--- config.mk ---
export PLATFORM = sky130hd
export DESIGN_NAME = ifu_fetch_queue
export DESIGN_NICKNAME = d
export VERILOG_FILES = /design/src/rtl/ifu_fetch_queue.sv
export SDC_FILE = /design/constraint.sdc
export NUM_CORES = 1
export LEC_CHECK = 0
export BUFFER_PORTS_ARGS = -buffer_cell sky130_fd_sc_hd__buf_2
export CAP_MARGIN = 20
export CELL_PAD_IN_SITES_DETAIL_PLACEMENT = 1
export CELL_PAD_IN_SITES_GLOBAL_PLACEMENT = 2
export CORE_ASPECT_RATIO = 0.6
export CORE_MARGIN = 1.5
export CORE_UTILIZATION = 46
export DETAILED_ROUTE_END_ITERATION = 12
export HOLD_SLACK_MARGIN = 0.15
export PLACE_DENSITY = 0.85
export SKIP_CTS_REPAIR_TIMING = 1
export SLEW_MARGIN = 20
export SYNTH_ARGS = -nofsm -noshare
export SYNTH_HDL_FRONTEND = slang
export SYNTH_SLANG_ARGS = --single-unit
--- constraint.sdc ---
create_clock -name clk -period 12.6 [get_ports clk]
set_input_delay 0.63 -clock clk [delete_from_list [all_inputs] [get_ports clk]]
set_output_delay 0.63 -clock clk [all_outputs]
set_load 0.005 [all_outputs]
--- src/rtl/ifu_fetch_queue.sv ---
// Instruction fetch queue: issues sequential fetch requests under a credit limit and
// buffers in-order responses for the EXU. Define IFQ_BYPASS_EN for same-cycle response bypass.
module ifu_fetch_queue #(
    parameter int PC_SIZE    = 32,
    parameter int INSTR_SIZE = 32,
    parameter int DEPTH      = 4,
    parameter int OUTS       = 2
) (
    input  logic                  clk,
    input  logic                  rst,
    input  logic [PC_SIZE-1:0]    pc_rtvec,
    input  logic                  flush_valid,
    input  logic [PC_SIZE-1:0]    flush_pc,
    output logic                  ifu_req_valid,
    input  logic                  ifu_req_ready,
    output logic [PC_SIZE-1:0]    ifu_req_pc,
    input  logic                  ifu_rsp_valid,
    output logic                  ifu_rsp_ready,
    input  logic [INSTR_SIZE-1:0] ifu_rsp_instr,
    output logic                  o_valid,
    input  logic                  o_ready,
    output logic [INSTR_SIZE-1:0] o_ir,
    output logic [PC_SIZE-1:0]    o_pc
);
    localparam int QAW = $clog2(DEPTH);
    localparam int PAW = (OUTS > 1) ? $clog2(OUTS) : 1;
    localparam int CW  = $clog2(DEPTH + 1) + 1;

    logic                  boot_q, boot_d;
    logic [PC_SIZE-1:0]    fetch_pc_q, fetch_pc_d;
    logic [CW-1:0]         in_flight_q, in_flight_d;
    logic [CW-1:0]         drop_cnt_q, drop_cnt_d;
    logic [CW-1:0]         count_q, count_d;
    logic [QAW-1:0]        q_wr_q, q_wr_d, q_rd_q, q_rd_d;
    logic [PAW-1:0]        p_wr_q, p_wr_d, p_rd_q, p_rd_d;
    logic [PC_SIZE-1:0]    q_pc_q [DEPTH];
    logic [INSTR_SIZE-1:0] q_ir_q [DEPTH];
    logic [PC_SIZE-1:0]    p_pc_q [OUTS];

    logic req_hs, rsp_hs, rsp_keep, byp, q_push, q_pop, q_nonempty;

    function automatic logic [PAW-1:0] p_inc(input logic [PAW-1:0] p);
        return (p == PAW'(OUTS - 1)) ? '0 : p + 1'b1;
    endfunction

    assign ifu_rsp_ready = 1'b1;
    assign ifu_req_pc    = fetch_pc_q;
    assign ifu_req_valid = !boot_q && (in_flight_q < CW'(OUTS))
                         && ((in_flight_q - drop_cnt_q + count_q) < CW'(DEPTH));
    assign req_hs     = ifu_req_valid && ifu_req_ready;
    // Responses with nothing in flight (e.g. abandoned by reset) are ignored.
    assign rsp_hs     = ifu_rsp_valid && (in_flight_q != '0);
    assign rsp_keep   = rsp_hs && (drop_cnt_q == '0) && !flush_valid;
    assign q_nonempty = (count_q != '0);

`ifdef IFQ_BYPASS_EN
    assign byp = rsp_keep && !q_nonempty;
`else
    assign byp = 1'b0;
`endif

    assign o_valid = q_nonempty || byp;
    assign o_ir    = q_nonempty ? q_ir_q[q_rd_q] : (byp ? ifu_rsp_instr : '0);
    assign o_pc    = q_nonempty ? q_pc_q[q_rd_q] : (byp ? p_pc_q[p_rd_q] : '0);
    assign q_push  = rsp_keep && !(byp && o_ready);
    assign q_pop   = q_nonempty && o_ready && !flush_valid;

    always_comb begin
        boot_d      = boot_q;
        fetch_pc_d  = fetch_pc_q;
        in_flight_d = in_flight_q + CW'(req_hs) - CW'(rsp_hs);
        drop_cnt_d  = drop_cnt_q;
        count_d     = count_q;
        q_wr_d      = q_wr_q;
        q_rd_d      = q_rd_q;
        p_wr_d      = p_wr_q;
        p_rd_d      = p_rd_q;
        if (boot_q) begin
            boot_d     = 1'b0;
            fetch_pc_d = pc_rtvec;
        end
        if (flush_valid) begin
            // Everything still in flight after this cycle becomes a response to drop.
            fetch_pc_d = flush_pc;
            drop_cnt_d = in_flight_d;
            count_d    = '0;
            q_wr_d     = '0;
            q_rd_d     = '0;
            p_wr_d     = '0;
            p_rd_d     = '0;
        end else begin
            if (req_hs) begin
                fetch_pc_d = fetch_pc_q + PC_SIZE'(4);
                p_wr_d     = p_inc(p_wr_q);
            end
            if (rsp_hs && (drop_cnt_q != '0))
                drop_cnt_d = drop_cnt_q - 1'b1;
            if (rsp_keep)
                p_rd_d = p_inc(p_rd_q);
            if (q_push)
                q_wr_d = q_wr_q + 1'b1;
            if (q_pop)
                q_rd_d = q_rd_q + 1'b1;
            count_d = count_q + CW'(q_push) - CW'(q_pop);
        end
    end

    always_ff @(posedge clk or posedge rst) begin
        if (rst) begin
            boot_q      <= 1'b1;
            fetch_pc_q  <= '0;
            in_flight_q <= '0;
            drop_cnt_q  <= '0;
            count_q     <= '0;
            q_wr_q      <= '0;
            q_rd_q      <= '0;
            p_wr_q      <= '0;
            p_rd_q      <= '0;
        end else begin
            boot_q      <= boot_d;
            fetch_pc_q  <= fetch_pc_d;
            in_flight_q <= in_flight_d;
            drop_cnt_q  <= drop_cnt_d;
            count_q     <= count_d;
            q_wr_q      <= q_wr_d;
            q_rd_q      <= q_rd_d;
            p_wr_q      <= p_wr_d;
            p_rd_q      <= p_rd_d;
        end
    end

    always_ff @(posedge clk) begin
        if (req_hs && !flush_valid)
            p_pc_q[p_wr_q] <= fetch_pc_q;
        if (q_push) begin
            q_pc_q[q_wr_q] <= p_pc_q[p_rd_q];
            q_ir_q[q_wr_q] <= ifu_rsp_instr;
        end
    end
endmodule
==> results.md <==
* Run status: finished clean
* First-pass GRT wire length at 58,700 um
* Per-cell routed wire length at 23.4 um
* Worst r2r dst: drop_cnt_q[2]$_DFFE_PP0P_
* Placer congestion estimate at 0.828
* Die width at 240 um
* Syn nets at 1,046
* DRC Markers at 0
* Drt via density at 5.61
* Io pins at 201
* Maxcap violations at 0
* R2R setup slack at 8450 ps
* HPWL Detailed at 24,000 um
* Multi-input logic area at 0.00434 mm2
* Fillers at 3,127
* Worst-Margin Slew at 1200 ps
* CTS Sinks at 371
* Antenna Nets Post-Route at 0
* Total global-route track usage at 0.222
* Seq cells post-synth at 371
* Final period util at 0.329
* Final instance count without filler cells at 1,598
* Hold Fails Final Rpt at 0
* Layout Nets at 1,249
* Tmin final at 4150 ps
* Final setup violation count at 0
* Root Buffer: clkbuf_16
* Via count at 8,958
* Area contributors post-synth: edfxtp_1 (62%), mux4_2 (9.3%), dfrtp_1 (8.1%), and2_1 (2.9%), mux2_2 (2.4%)
* Share of cells above drive strength 1 at 0.328
* FFs w/ async S/R, synth at 0.137
* Area leader, netlist: edfxtp_1
* Mapped Cells at 920
* Worst-path clk slew at 70 ps
* Diode count at 0
* Netlist cell types at 67
* Clock tree buffer depth at 3
* Antenna violations before repair at 0
* Max_slew headroom at 0.195
* Kind of critical path: reg2reg
* Primary FF master, synth: edfxtp_1
* Port bufs at 199
* Core area at 0.0328 mm2
* Register area at 0.0109 mm2
* RSZ-0062 raised after global routing: false
* Beginning of the critical path: in_flight_q[1]$_DFF_PP0_
* Starting Density at 0.473
* CTS tree: yes
* F_max at 0.241 GHz
* Peak VDD IR at 0.000148 V
* Mean Syn Cell Area at 16.9 um2
* Post-placement cell count at 1,535
* Final Max Tran Viols at 0
* Most common cell in the netlist: edfxtp_1
* Vias in the first global route at 9,784
* Yosys top cell area share at 0.619
* CTS H-tree lvls at 2
* Reg2Reg Depth at 17
* Sequential fraction of the synthesis area at 0.701
* Clk_lat worst skew at 540 ps
* Syn Std Cell Area at 0.0155 mm2
* Critical path arrival at 4600 ps
* Post-synth EDFFs at 320
* CP Capture Type: flip-flop
* Crit Reg-Reg Startpoint: in_flight_q[1]$_DFF_PP0_
* Top post-synthesis cells by count: edfxtp_1 (320), and2_1 (73), mux4_2 (64), dfrtp_1 (50), nor2_1 (40)
* Area delta synth->final at 16.6%
* Total Wirelength at 37,500 um
* Worst min path class: in2async
* First-pass DRT Iterations at 5
* Worst EP required at 13,050 ps
* Die area at 0.0349 mm2
* Layout Skew at 27.6 ps
* Grt ovf at 0
* Worst setup endpoint: drop_cnt_q[2]$_DFFE_PP0P_
* Setup TNS at 0 ps
* Synth warn at 0
* Largest net degree at the start of global routing at 68
* Startpoint class of the critical path: flip-flop
* CTS buffer count at 35
* FP Rows at 51
* Initial DRC count at 544
* CP Max Fanout at 8
* Pleak at 0.00644 uW
* Pwr/cell area at 192 mW/mm2
* Die height at 145 um
==> state kept, by name, indices dropped and copies added, names as in the netlist <==
register     flops
ifu_req_pc      32
q_wr_q           2
in_flight_q      4
drop_cnt_q       4
q_ir_q         128
q_pc_q         128
boot_q           1
count_q          4
p_pc_q          64
p_rd_q           1
p_wr_q           1
q_rd_q           2
==> per-layer routing <==
metal,up-vias,global-route usage,wire length [um]
met5,-,0,0
met4,0,0.0440,442
met3,34,0.0400,2050
met2,228,0.353,17700
met1,4717,0.325,17300
li1,3979,-,-
==> worst max-delay path: stages (launching register included) <==
cell and delay [ps]:
dfrtp_1 410, inv_1 120, fa_1 540, inv_1 50, ha_1 290, and3b_1 160
o211ai_1 370, nand3_1 300, nor2_4 300, inv_2 140, ha_1 290, inv_1 50
ha_1 170, inv_1 70, fa_1 380, xnor2_1 220, nand2_1 80, o21ai_0 110
==> kinds of logic after synthesis <==
logic type | Yosys count | synth area share
DFF | 371 | 0.701
and+or+nand+nor | 216 | 0.0769
AOI/OAI and AO/OA | 104 | 0.0457
muxes | 101 | 0.119
buffers and inverters | 79 | 0.0209
adders and majority gates | 24 | 0.0213
xor gates and xnor gates | 23 | 0.0144
other | 2 | 0.000484
==> cell usage in the layout, fill, tap and decap left out, drive strengths merged, types with 5 or more instances in the layout <==
cell type / instances
mux2: 33
buf: 207
and3: 9
nand4: 9
a221oi: 6
nor2: 42
mux4: 64
nand2: 26
nor4: 6
ha: 20
clkinv: 11
o22ai: 21
xor2: 6
and4: 7
a21oi: 22
o2bb2ai: 5
nand3: 21
inv: 39
o21ai: 19
clkbuf: 45
nor3: 5
and2: 75
edfxtp: 320
a211oi: 5
dfrtp: 50
xnor2: 17
==> power breakdown <==
group          switching (uW)  internal (uW)
Combinational             512            441
Clock                     451            569
Sequential               92.6           1400
==> stage by stage <==
stage	worst slack, ps	total power, uW	utilization	hold WS [ps]	cell area, um2
2_1_floorplan	8460	2130	-	486	15500
3_3_place_gp	8560	2450	0.518	496	17000
3_5_place_dp	8380	2490	0.518	524	17000
4_1_cts	8370	3520	0.551	284	18100
5_1_grt	8180	3650	0.552	303	18100
6_report	8450	3470	0.552	295	18100
==> worst min path at each step <==
stage | to | depth (start not counted) | slack, ps | from
6_report | ifu_req_pc[6]$_DFFE_PP0P_ | 3 | 300 | rst
3_5_place_dp | p_pc_q[0][0]$_DFFE_PP_ | 0 | 520 | ifu_req_pc[0]$_DFFE_PP0P_
4_1_cts | ifu_req_pc[2]$_DFFE_PP0P_ | 3 | 280 | flush_pc[2]
2_1_floorplan | p_pc_q[0][0]$_DFFE_PP_ | 0 | 490 | ifu_req_pc[0]$_DFFE_PP0P_
5_1_grt | q_ir_q[1][2]$_DFFE_PP_ | 1 | 300 | ifu_rsp_instr[2]
3_3_place_gp | p_pc_q[0][0]$_DFFE_PP_ | 0 | 500 | ifu_req_pc[0]$_DFFE_PP0P_
==> cell type report <==
cell class	count	area share
repair buffers	207	0.0594
multi-input cells	470	0.240
well taps	450	0.0311
inverters	38	0.00788
clock inverters	17	0.00829
clock buffers	45	0.0516
flip-flops and latches	371	0.602
Note: power is estimated with default switching activity, not from simulation.
